$ cat src/rtl/hit_judge.sv
// Judges per-lane press pulses against the arrow in each lane's target row and
// keeps a saturating BCD score, a saturating combo count and registered hit/miss pulses.
module hit_judge #(
   parameter int LANES       = 4,
   parameter int DIGITS      = 4,
   parameter int COMBO_BONUS = 10
) (
   input  logic                CLOCK_50,
   input  logic                Reset,
   input  logic [LANES-1:0]    press,
   input  logic [LANES-1:0]    arrow_in_zone,
   input  logic [LANES-1:0]    arrow_leaving,
   input  logic                game_active,
   output logic [4*DIGITS-1:0] score,
   output logic [7:0]          combo,
   output logic                hit,
   output logic                miss,
   output logic [LANES-1:0]    lane_hit
);

   typedef enum logic [1:0] {
      EMPTY,
      ARMED,
      SCORED
   } lane_state_t;

   lane_state_t         r_state     [LANES];
   lane_state_t         w_stateNext [LANES];
   logic [4*DIGITS-1:0] r_score;
   logic [7:0]          r_combo;
   logic                r_hit;
   logic                r_miss;
   logic [LANES-1:0]    r_laneHit;

   logic [LANES-1:0]    w_laneHit;
   logic [LANES-1:0]    w_laneErr;
   logic [7:0]          w_hitCount;
   logic [7:0]          w_add;
   logic [7:0]          w_carry;
   logic [7:0]          w_digitSum;
   logic [4*DIGITS-1:0] w_scoreNext;
   logic [8:0]          w_comboSum;
   logic [7:0]          w_comboNext;

   // A press coinciding with arrow_leaving still scores; the lane then empties.
   always_comb begin
      for (int i = 0; i < LANES; i++) begin
         w_stateNext[i] = r_state[i];
         w_laneHit[i]   = 1'b0;
         w_laneErr[i]   = 1'b0;
         if (!game_active) begin
            w_stateNext[i] = EMPTY;
         end else begin
            case (r_state[i])
               EMPTY: begin
                  w_laneErr[i] = press[i];
                  if (arrow_in_zone[i]) w_stateNext[i] = ARMED;
               end
               ARMED: begin
                  if (press[i]) begin
                     w_laneHit[i]   = 1'b1;
                     w_stateNext[i] = arrow_leaving[i] ? EMPTY : SCORED;
                  end else if (arrow_leaving[i]) begin
                     w_laneErr[i]   = 1'b1;
                     w_stateNext[i] = EMPTY;
                  end
               end
               SCORED: begin
                  if (arrow_leaving[i]) w_stateNext[i] = EMPTY;
               end
               default: w_stateNext[i] = EMPTY;
            endcase
         end
      end
   end

   always_comb begin
      w_hitCount = '0;
      for (int i = 0; i < LANES; i++) begin
         w_hitCount = w_hitCount + {7'd0, w_laneHit[i]};
      end
      w_add = (r_combo >= 8'(COMBO_BONUS)) ? (w_hitCount << 1) : w_hitCount;
   end

   // Ripple the add through the BCD digits; a carry out of the top digit pins the score at all nines.
   always_comb begin
      w_scoreNext = r_score;
      w_carry     = w_add;
      w_digitSum  = '0;
      for (int d = 0; d < DIGITS; d++) begin
         w_digitSum = {4'd0, r_score[4*d +: 4]} + w_carry;
         if (w_digitSum > 8'd9) begin
            w_digitSum = w_digitSum - 8'd10;
            w_carry    = 8'd1;
         end else begin
            w_carry    = 8'd0;
         end
         w_scoreNext[4*d +: 4] = w_digitSum[3:0];
      end
      if (w_carry != 8'd0) w_scoreNext = {DIGITS{4'h9}};
   end

   always_comb begin
      w_comboSum = {1'b0, r_combo} + {1'b0, w_hitCount};
      if (|w_laneErr)
         w_comboNext = 8'd0;
      else if (w_comboSum > 9'd255)
         w_comboNext = 8'd255;
      else
         w_comboNext = w_comboSum[7:0];
   end

   always_ff @(posedge CLOCK_50) begin
      if (Reset) begin
         for (int i = 0; i < LANES; i++) r_state[i] <= EMPTY;
         r_score   <= '0;
         r_combo   <= '0;
         r_hit     <= 1'b0;
         r_miss    <= 1'b0;
         r_laneHit <= '0;
      end else begin
         for (int i = 0; i < LANES; i++) r_state[i] <= w_stateNext[i];
         r_score   <= w_scoreNext;
         r_combo   <= w_comboNext;
         r_hit     <= |w_laneHit;
         r_miss    <= |w_laneErr;
         r_laneHit <= w_laneHit;
      end
   end

   assign score    = r_score;
   assign combo    = r_combo;
   assign hit      = r_hit;
   assign miss     = r_miss;
   assign lane_hit = r_laneHit;

endmodule

$ cat config.mk
export PLATFORM = sky130hd
export DESIGN_NAME = hit_judge
export DESIGN_NICKNAME = d
export VERILOG_FILES = /design/src/rtl/hit_judge.sv
export SDC_FILE = /design/constraint.sdc
export NUM_CORES = 1
export LEC_CHECK = 0
export BUFFER_PORTS_ARGS = -buffer_cell sky130_fd_sc_hd__buf_2
export CAP_MARGIN = 25
export CORE_MARGIN = 1
export CORE_UTILIZATION = 39
export DETAILED_ROUTE_END_ITERATION = 16
export GPL_ROUTABILITY_DRIVEN = 0
export PLACE_DENSITY_LB_ADDON = 0.08
export SYNTH_ARGS = -nofsm -noshare
export SYNTH_HDL_FRONTEND = slang
export SYNTH_SLANG_ARGS = --single-unit
$ cat constraint.sdc
create_clock -name CLOCK_50 -period 11.2 [get_ports CLOCK_50]
set_input_delay 0.56 -clock CLOCK_50 [delete_from_list [all_inputs] [get_ports CLOCK_50]]
set_output_delay 0.56 -clock CLOCK_50 [all_outputs]
set_load 0.05 [all_outputs]
==> results of run 1 <==
final cells by class:
cell class | count | area share
multi-input cells | 207 | 0.5311
flip-flops and latches | 38 | 0.2891
repair buffers | 44 | 0.08369
well taps | 72 | 0.03424
clock buffers | 7 | 0.03281
inverters | 19 | 0.02710
clock inverters | 1 | 0.001902
sequential cells by signal, indices dropped and copies added, names as in the netlist:
signal and count:
combo 8, hit 1, lane_hit 4, miss 1
r_state 8, score 16
metal layers:
metal | vias to the layer above | GRT usage
met1 | 861 | 0.2127
met4 | 0 | 0.04630
met3 | 5 | 0.03647
met5 | - | 0
li1 | 1028 | -
met2 | 26 | 0.2496
worst max-delay path by stage:
| stage | startpoint | to | slack (ns) |
|---|---|---|---|
| after floorplan | press[3] | score[10] | 3.44 |
| after global placement | press[1] | score[2] | 2.57 |
| after detailed placement | press[1] | score[2] | 2.41 |
| after CTS | r_state[1][0] | score[2] | 2.65 |
| after global routing | r_state[1][0] | score[2] | 1.79 |
| final | press[1] | score[2] | 2.70 |
cell usage in the layout (no fill, tap or decap), types with 2 or more instances in the layout:
master	n
nand3_1	6
nor2_1	36
a311oi_2	2
a211o_1	2
a21oi_1	21
a21o_1	4
o21a_1	2
o21ai_0	8
nand2_1	21
mux2_2	3
xnor2_1	7
o211ai_1	2
buf_2	44
ha_1	20
mux2i_1	2
nand2b_1	7
nand4_1	2
o2bb2ai_1	2
and2_1	2
nor4bb_1	4
nor2b_1	8
nor3_1	17
a31oi_1	3
a211oi_1	2
o32ai_2	2
xor2_1	6
inv_1	19
and3_1	2
fa_1	3
clkbuf_8	6
nor3b_1	3
dfxtp_1	38
per-stage QoR:
step | total power [mW] | hold slack (ns)
global route | 0.2661 | 0.4518
floorplan | 0.1540 | 0.4651
finish | 0.2531 | 0.4588
global placement | 0.1606 | 0.4894
CTS | 0.2583 | 0.4492
detailed placement | 0.1607 | 0.4895
report_power, final:
part	total [mW]	internal [mW]	leakage (nW)	switching (mW)
clock network	0.0957	0.0497	0.0482	0.0461
logic	0.0193	0.00692	0.795	0.0123
registers	0.138	0.137	0.307	0.00130
kinds of logic after synthesis:
kind of cell	count (synthesis)
simple gates	113
compound gates	53
mux	5
flops	38
fa+ha+maj	23
xor+xnor	13
buf+inv	22
worst max-delay path, delay by kind of cell:
kind / cells / cell delay (ns)
AO/OA/AOI/OAI: 8 / 1.39
AND/OR/NAND/NOR: 10 / 1.86
buffers and inverters: 4 / 0.34
adder cells (fa/ha/maj): 13 / 3.61
XOR/XNOR: 4 / 0.88
==> summary.txt, run 1 <==
DRC Markers: 0
Cells after synthesis: 267
Synth Area in Compound Gates: 0.1608
Total CTS buffers: 5
Hold Fails Final Rpt: 0
Worst VDD drop: 0.04990 mV
Register area share after synthesis: 0.3383
Synth area leaders: dfxtp_1 34%, ha_1 11%, nor2_1 6.0%
Final Instance Count excl. Fillers: 388
Vias per inst: 4.948
Gr usage total: 0.1576
Final Max Tran Viols: 0
Starting DRT DRC Count: 56
Final critical-path share of the clock period: 0.7585
Syn nets: 305
Seq cells post-synth: 38
Post-DP Area: 2540 um2
Xor-xnor portion of the synthesized cell area: 0.05064
Routed length on met1: 2338 um
DP HPWL: 3527 um
Most common cell on crit path: ha_1
Worst skew pair latency: 0.28 ns
Hold Crit Endpoint: r_state[1][1]
Cell taking the most area after synthesis: dfxtp_1
Crit-path max cell delay: 0.46 ns
Mapped Avg Cell Area: 8.421 um2
Yosys warnings: 0
Std cell rows: 27
Post-route cell area: 2631 um2
Final WS setup: 2.705 ns
Final Util: 0.4749
Status: finished clean
Hold depth: 2
Antenna viol nets, final: 0
Flop-to-flop setup slack: 2.71 ns
Core Footprint: 5540 um2
Top sig layer: met4
Relative slew slack: 0.6754
Post-CTS setup buffers: 0
Max Cap Violations: 0
Synth Area in Adders: 0.1380
HP Class: in -> reg
Largest family of logic cells by synthesized area: simple AND/OR/NAND/NOR gates
Slowest CP cell: fa_1
DR vias: 1920
First-pass DRT Iterations: 4
Area delta synth->final: 17.03%
Placed Cells: 380
Sequential cell area: 760.7 um2
Fmax achieved: 117.7 MHz
Final nets: 353
Die width: 77.93 um
Synth top area share: 0.3383
Met2 wire len: 1972 um
Critical path fanouts, max: 8
Root buffer cell: clkbuf_8
Ys async rst share: 0
Hold Crit Start: arrow_leaving[1]
Lkg Pwr: 1.150 nW
CTS resizes: 0
Fraction of layout cells with a size suffix above 1: 0.1899
Final setup TNS: 0 ns
Main synth FF type: dfxtp_1
Multi-input gate area: 1398 um2
Port bufs: 44
Die ar.: 6073 um2
WS Path Type: in -> reg
Diode count: 0
H-tree Lvls: 2
Clk_skew: 0.003303 ns
WL final: 4495 um
CP startpoint kind: input port
First-pass GRT wire length: 7672 um
Top-count cell post-synth: dfxtp_1
Crit path DAT: 8.65 ns
Clock sink count: 38
Fillers: 576
R2r startpoint: r_state[1][0]
Length in cells of the worst reg-to-reg path: 38
Simple-gate portion of the synthesized area: 0.2482
Critical Path RT: 11.35 ns
Largest net degree at the start of global routing: 14
Library cells used by synthesis: 40
Wire length per cell: 11.59 um
Hold Buf Count CTS: 0
Power density cells: 96.20 nW/um2
Die Span Y: 77.93 um
Slew @ Worst Pin: 0.4869 ns
Gr ovfl total: 0
Mux share of post-synthesis cell area: 0.02393
Post-synth EDFFs: 0
Unrepaired setup endpoints after global routing: no
Io pins: 45
Minimum clock period: 8.495 ns
Reg clk slew, reported paths: 0.07 ns
Synth cell count leaders: 38 x dfxtp_1, 36 x nor2_1, 21 x a21oi_1, 21 x nand2_1, 20 x ha_1
Setup crit end kind: flop
Starting Density: 0.4058
Final setup vio count: 0
Metal3 WL: 135 um
Max clock buf depth: 2
Synthesized cell area: 2248 um2
CTS tree: built
Dpl ws: 2.406 ns
Number of global-route vias before repair: 1722
Initial antenna violation count: 0
Reg-to-reg endpoint: score[2]
Power figures use the tool's default switching activity.
==> run 2: changes to the inputs <==
==> constraint.sdc (replaced) <==
create_clock -name CLOCK_50 -period 7.28 [get_ports CLOCK_50]
set_input_delay 0.364 -clock CLOCK_50 [delete_from_list [all_inputs] [get_ports CLOCK_50]]
set_output_delay 0.364 -clock CLOCK_50 [all_outputs]
set_load 0.05 [all_outputs]
==> summary.txt, run 2 (synthesized netlist as in run 1, its figures left out) <==
Max reg flops: 16 (unchanged)
WL final: 5084 um (+13%)
Relative slew slack: 0.6493 (-0.02613)
DP HPWL: 3775 um (+7.0%)
Clk_skew: 0.001591 ns (-0.001712 ns)
Final setup vio count: 0 (unchanged)
Std cell rows: 27 (unchanged)
Status: finished clean
Power density cells: 144.1 nW/um2 (+50%)
Worst VDD drop: 0.07473 mV (+50%)
Final Instance Count excl. Fillers: 412 (+6.2%)
Port bufs: 44 (unchanged)
Hold Crit Endpoint: r_state[0][1]
HP Class: in -> reg
Placed Cells: 399 (+5.0%)
Reg-to-reg endpoint: score[6]
Final setup TNS: 0 ns (unchanged)
Gr usage total: 0.1736 (+0.01606)
Slowest CP cell: fa_1
Io pins: 45 (unchanged)
Fmax achieved: 146.9 MHz
Critical path fanouts, max: 6 (-2)
R2r startpoint: r_state[3][1]
Setup crit end kind: flop
Post-DP Area: 2705 um2 (+6.5%)
Core Footprint: 5540 um2 (unchanged)
Commonest cells after routing, fill and taps aside: 44 x buf_2, 34 x dfxtp_1, 33 x nor2_1
Final Power: 0.4304 mW (+70%)
Largest net degree at the start of global routing: 14 (unchanged)
H-tree Lvls: 2 (unchanged)
Die Span Y: 77.93 um (unchanged)
Wire length per cell: 12.34 um (+6.5%)
WS Path Type: reg -> reg
Final Util: 0.5391 (+0.06414)
Diode count: 0 (unchanged)
DR vias: 2078 (+8.2%)
Root buffer cell: clkbuf_8
Starting DRT DRC Count: 65 (+16%)
Hold Crit Start: arrow_leaving[0]
Slew @ Worst Pin: 0.5261 ns (+0.03919 ns)
Flop-to-flop setup slack: 0.47 ns (-2.24 ns)
Starting Density: 0.4058 (unchanged)
Critical Path RT: 7.49 ns (-3.86 ns)
Hold Buf Count CTS: 0 (unchanged)
CP startpoint kind: flop
Max clock buf depth: 2 (unchanged)
Fraction of layout cells with a size suffix above 1: 0.3353 (+0.1454)
Length in cells of the worst reg-to-reg path: 36 (-5.3%)
Clock sink count: 38 (unchanged)
Post-route cell area: 2987 um2 (+14%)
Worst skew pair latency: 0.29 ns (about the same)
Total CTS buffers: 5 (unchanged)
Lkg Pwr: 1.291 nW (+12%)
First-pass DRT Iterations: 4 (unchanged)
DRC Markers: 0 (unchanged)
First-pass GRT wire length: 8431 um (+9.9%)
Most common cell on crit path: ha_2
Reg clk slew, reported paths: 0.07 ns (about the same)
Hold Fails Final Rpt: 0 (unchanged)
Hold depth: 2 (unchanged)
Vias per inst: 5.044 (+1.9%)
Crit path DAT: 7.02 ns (-1.63 ns)
Commonest non-fill, non-tap cell in the layout: buf_2
Die ar.: 6073 um2 (unchanged)
CTS tree: built
Final nets: 378 (+7.1%)
Crit-path max cell delay: 0.50 ns (+0.04 ns)
Final Max Tran Viols: 0 (unchanged)
Die width: 77.93 um (unchanged)
Max Cap Violations: 0 (unchanged)
Area delta synth->final: 32.83%
Gr ovfl total: 0 (unchanged)
Antenna viol nets, final: 0 (unchanged)
Number of global-route vias before repair: 1863 (+8.2%)
Initial antenna violation count: 0 (unchanged)
Minimum clock period: 6.807 ns
Final critical-path share of the clock period: 0.9350
-- run 2: cell types whose count changed in the layout (fill, tap and decap cells not counted), sizes merged --
cell	change
bufinv	+1
clkinv	-1
buf	+25
clkbuf	-1
-- run 2: worst max-delay path: cells and delay by family (launching register included) --
family                     cells  cell delay (ns)
AOI/OAI and AO/OA              8             1.12
xor gates and xnor gates       3             0.48
adders and majority gates     13             3.23
buffers and inverters          4             0.30
DFF                            1             0.43
and+or+nand+nor                8             1.19
-- run 2: worst max path at each step --
| stage | startpoint | endpoint | slack (ns) | cells after the start |
|---|---|---|---|---|
| floorplan | press[3] | score[10] | 0.004 | 38 |
| global placement | press[0] | score[6] | -0.10 | 39 |
| detailed placement | press[0] | score[6] | -0.13 | 40 |
| CTS | r_state[3][0] | score[6] | 0.06 | 37 |
| global route | r_state[0][0] | score[6] | -0.02 | 39 |
| finish | r_state[3][1] | score[6] | 0.47 | 36 |
-- run 2: stage by stage --
step	worst slack, ns	hold WS [ns]
6_report	0.4729	0.2547
2_1_floorplan	0.003978	0.4406
3_5_place_dp	-0.1260	0.4895
3_3_place_gp	-0.1042	0.4977
5_1_grt	-0.01739	0.2454
4_1_cts	0.05716	0.2472
-- run 2: repair_timing --
action | 4_1_cts | 5_1_grt
gates resized for setup | 4 | 26
setup buffers | 0 | 6
endpoints found under the setup margin | 3 | 15
pin swaps | 1 | 12
-- run 2: power by group --
| group | switching (mW) | internal [mW] | total [mW] |
|---|---|---|---|
| Clock | 0.0758 | 0.110 | 0.186 |
| Sequential | 0.00216 | 0.211 | 0.213 |
| Combinational | 0.0195 | 0.0126 | 0.0321 |
-- run 2: routing by layer --
layer | wire length [um] | GRT usage
met1 | 2624 | 0.2536
met2 | 2181 | 0.2496
met4 | 72 | 0.06667
met3 | 206 | 0.03294
met5 | 0 | 0
-- run 2: area by class of cell --
class	count	area [um2]
fill	538	2554
multi-input combinational	207	1539
sequential	38	765.7
timing repair buffer	69	407.9
tap	72	90.09
clock buffer	6	82.58
inverter	19	71.32
clock inverter	1	30.03
==> run 3: changes to the inputs <==
--- a/config.mk
+++ b/config.mk
@@ -5,6 +5,7 @@
 export SDC_FILE = /design/constraint.sdc
 export NUM_CORES = 1
 export LEC_CHECK = 0
+export ABC_AREA = 1
 export BUFFER_PORTS_ARGS = -buffer_cell sky130_fd_sc_hd__buf_2
 export CAP_MARGIN = 25
 export CORE_MARGIN = 1
==> summary.txt, run 3 <==
Status: finished clean
HP Class: in -> reg
DR vias: 2106 (+1.3%)
WL final: 4724 um (-7.1%)
Seq cells post-synth: 38 (unchanged)
Fraction of layout cells with a size suffix above 1: 0.2133 (-0.1220)
Final Power: 0.3959 mW (-8.0%)
Total CTS buffers: 5 (unchanged)
Final critical-path share of the clock period: 0.9088 (-0.02627)
Critical path fanouts, max: 8 (+2)
Unrepaired setup endpoints after global routing: no
Reg clk slew, reported paths: 0.07 ns (about the same)
Final nets: 412 (+9.0%)
Diode count: 0 (unchanged)
Largest family of logic cells by synthesized area: simple AND/OR/NAND/NOR gates
Minimum clock period: 6.616 ns (-0.1912 ns)
Starting DRT DRC Count: 68 (+4.6%)
Synth top area share: 0.3290 (-0.009337)
Final setup vio count: 0 (unchanged)
Synth Area in Adders: 0.1342 (-0.003809)
Crit path DAT: 6.83 ns (-0.19 ns)
Relative slew slack: 0.7740 (+0.1247)
Largest net degree at the start of global routing: 12 (-2)
CTS tree: built
Gr usage total: 0.1657 (-0.007992)
Crit-path max cell delay: 0.44 ns (-0.06 ns)
Most common cell on crit path: ha_1
Sequential cell area: 760.7 um2 (-0.65%)
Multi-input gate area: 1324 um2 (-14%)
Slew @ Worst Pin: 0.3362 ns (-0.1899 ns)
Library cells used by synthesis: 32 (-20%)
Gr ovfl total: 0 (unchanged)
Root buffer cell: clkbuf_8
Placed Cells: 439 (+10%)
Post-CTS setup buffers: 0 (unchanged)
Post-route cell area: 2719 um2 (-9.0%)
Worst VDD drop: 0.09789 mV (+31%)
Io pins: 45 (unchanged)
DP HPWL: 3843 um (+1.8%)
Synthesized cell area: 2312 um2 (+2.8%)
Slowest CP cell: fa_1
Wire length per cell: 10.57 um (-14%)
Std cell rows: 27 (unchanged)
WS Path Type: reg -> reg
Power density cells: 145.6 nW/um2 (+1.0%)
Critical Path RT: 7.49 ns (about the same)
Final WS setup: 0.6641 ns (+0.1912 ns)
Post-synth EDFFs: 0 (unchanged)
Clk_skew: 0.003967 ns (+0.002376 ns)
Ys async rst share: 0 (unchanged)
Antenna viol nets, final: 0 (unchanged)
Main synth FF type: dfxtp_1
Top-count cell post-synth: nand2_1
Die Span Y: 79 um (+1.4%)
Port bufs: 44 (unchanged)
DRC Markers: 0 (unchanged)
Die ar.: 6241 um2 (+2.8%)
CP startpoint kind: flop
Post-DP Area: 2615 um2 (-3.3%)
Number of global-route vias before repair: 1901 (+2.0%)
Syn nets: 362 (+19%)
Core Footprint: 5608 um2 (+1.2%)
Mux share of post-synthesis cell area: 0 (-0.02393)
Xor-xnor portion of the synthesized cell area: 0.01894 (-0.03170)
Final setup TNS: 0 ns (unchanged)
Final Util: 0.4848 (-0.05424)
Vias per inst: 4.711 (-6.6%)
First-pass DRT Iterations: 4 (unchanged)
Clock sink count: 38 (unchanged)
Area delta synth->final: 17.59%
Lkg Pwr: 1.357 nW (+5.1%)
Synth area leaders: dfxtp_1 33%, nand2_1 11%, ha_1 11%
Mapped Avg Cell Area: 7.136 um2 (-15%)
Fillers: 621 (+15%)
First-pass GRT wire length: 8217 um (-2.5%)
Max reg flops: 16 (unchanged)
Hold Fails Final Rpt: 0 (unchanged)
Yosys warnings: 0 (unchanged)
Max Cap Violations: 0 (unchanged)
Final Max Tran Viols: 0 (unchanged)
Final Instance Count excl. Fillers: 447 (+8.5%)
Commonest non-fill, non-tap cell in the layout: nand2_1
Dpl ws: 0.5410 ns (+0.6670 ns)
Setup crit end kind: flop
Cell taking the most area after synthesis: dfxtp_1
Register area share after synthesis: 0.3290 (-0.009337)
Worst skew pair latency: 0.28 ns (about the same)
Synth cell count leaders: 69 x nand2_1, 58 x inv_1, 38 x dfxtp_1
Hold Buf Count CTS: 0 (unchanged)
Fmax achieved: 151.2 MHz (+2.9%)
Commonest cells after routing, fill and taps aside: 69 x nand2_1, 58 x inv_1, 44 x buf_2
Max clock buf depth: 2 (unchanged)
Initial antenna violation count: 0 (unchanged)
H-tree Lvls: 2 (unchanged)
Starting Density: 0.4123 (+0.006490)
CTS resizes: 0 (-4)
Synth Area in Compound Gates: 0.1093 (-0.05152)
Cells after synthesis: 324 (+21%)
Simple-gate portion of the synthesized area: 0.3047 (+0.05646)
Worst hold slack: 0.2706 ns (+0.01592 ns)
Die width: 79 um (+1.4%)
-- run 3: cell types whose count changed after synthesis, sizes merged, moves of 4 or more --
cell and delta:
nor4bb -4, nand2 +57, o31ai +4, xor2 -4
nand3 +22, o21ai +5, nor3 -17, nor2b -8
xnor2 -4, inv +43, nand2b -7
-- run 3: path summary, 6_finish.rpt --
| kind | start | to | slack, ns | cells after the start |
|---|---|---|---|---|
| max | r_state[3][0] | score[2] | 0.66 | 46 |
| min | arrow_leaving[3] | r_state[3][1] | 0.27 | 2 |
| max reg2reg | r_state[3][0] | score[2] | 0.66 | 46 |
| min reg2reg | r_state[3][1] | r_state[3][1] | 0.51 | 2 |
-- run 3: logic make-up after synthesis --
family	count (synthesis)
adder cells (fa/ha/maj)	23
XOR/XNOR	5
AND/OR/NAND/NOR	152
flip-flops	38
AO/OA/AOI/OAI	43
buffers and inverters	63
-- run 3: worst max-delay path, delay by kind of cell (launching register included) --
kind / cells / cell delay, ns
AOI/OAI and AO/OA: 1 / 0.18
DFF: 1 / 0.35
buffers and inverters: 7 / 0.46
and+or+nand+nor: 25 / 2.48
adders and majority gates: 13 / 3.06
-- run 3: metal layers --
layer  GRT usage  share of wire  vias up
met5           0              0        -
met4     0.04909         0.0072        0
met3     0.03793          0.036        4
met2      0.2940           0.49       34
met1      0.1973           0.47      938
li1            -              -     1130
-- run 3: area by class of cell --
cell class,instances,share of cell area
Tap cell,72,0.03313
Clock inverter,1,0.001841
Multi-Input combinational cell,223,0.4869
Inverter,62,0.08560
Sequential cell,38,0.2798
Timing Repair Buffer,44,0.08099
Clock buffer,7,0.03175
-- run 3: report_power, final --
group	internal, mW	switching (mW)	leakage, nW	total (mW)
combinational	0.0112	0.0235	1.00	0.0347
clock	0.0764	0.0718	0.0482	0.148
sequential	0.211	0.00204	0.307	0.213
total	0.298	0.0974	1.36	0.396
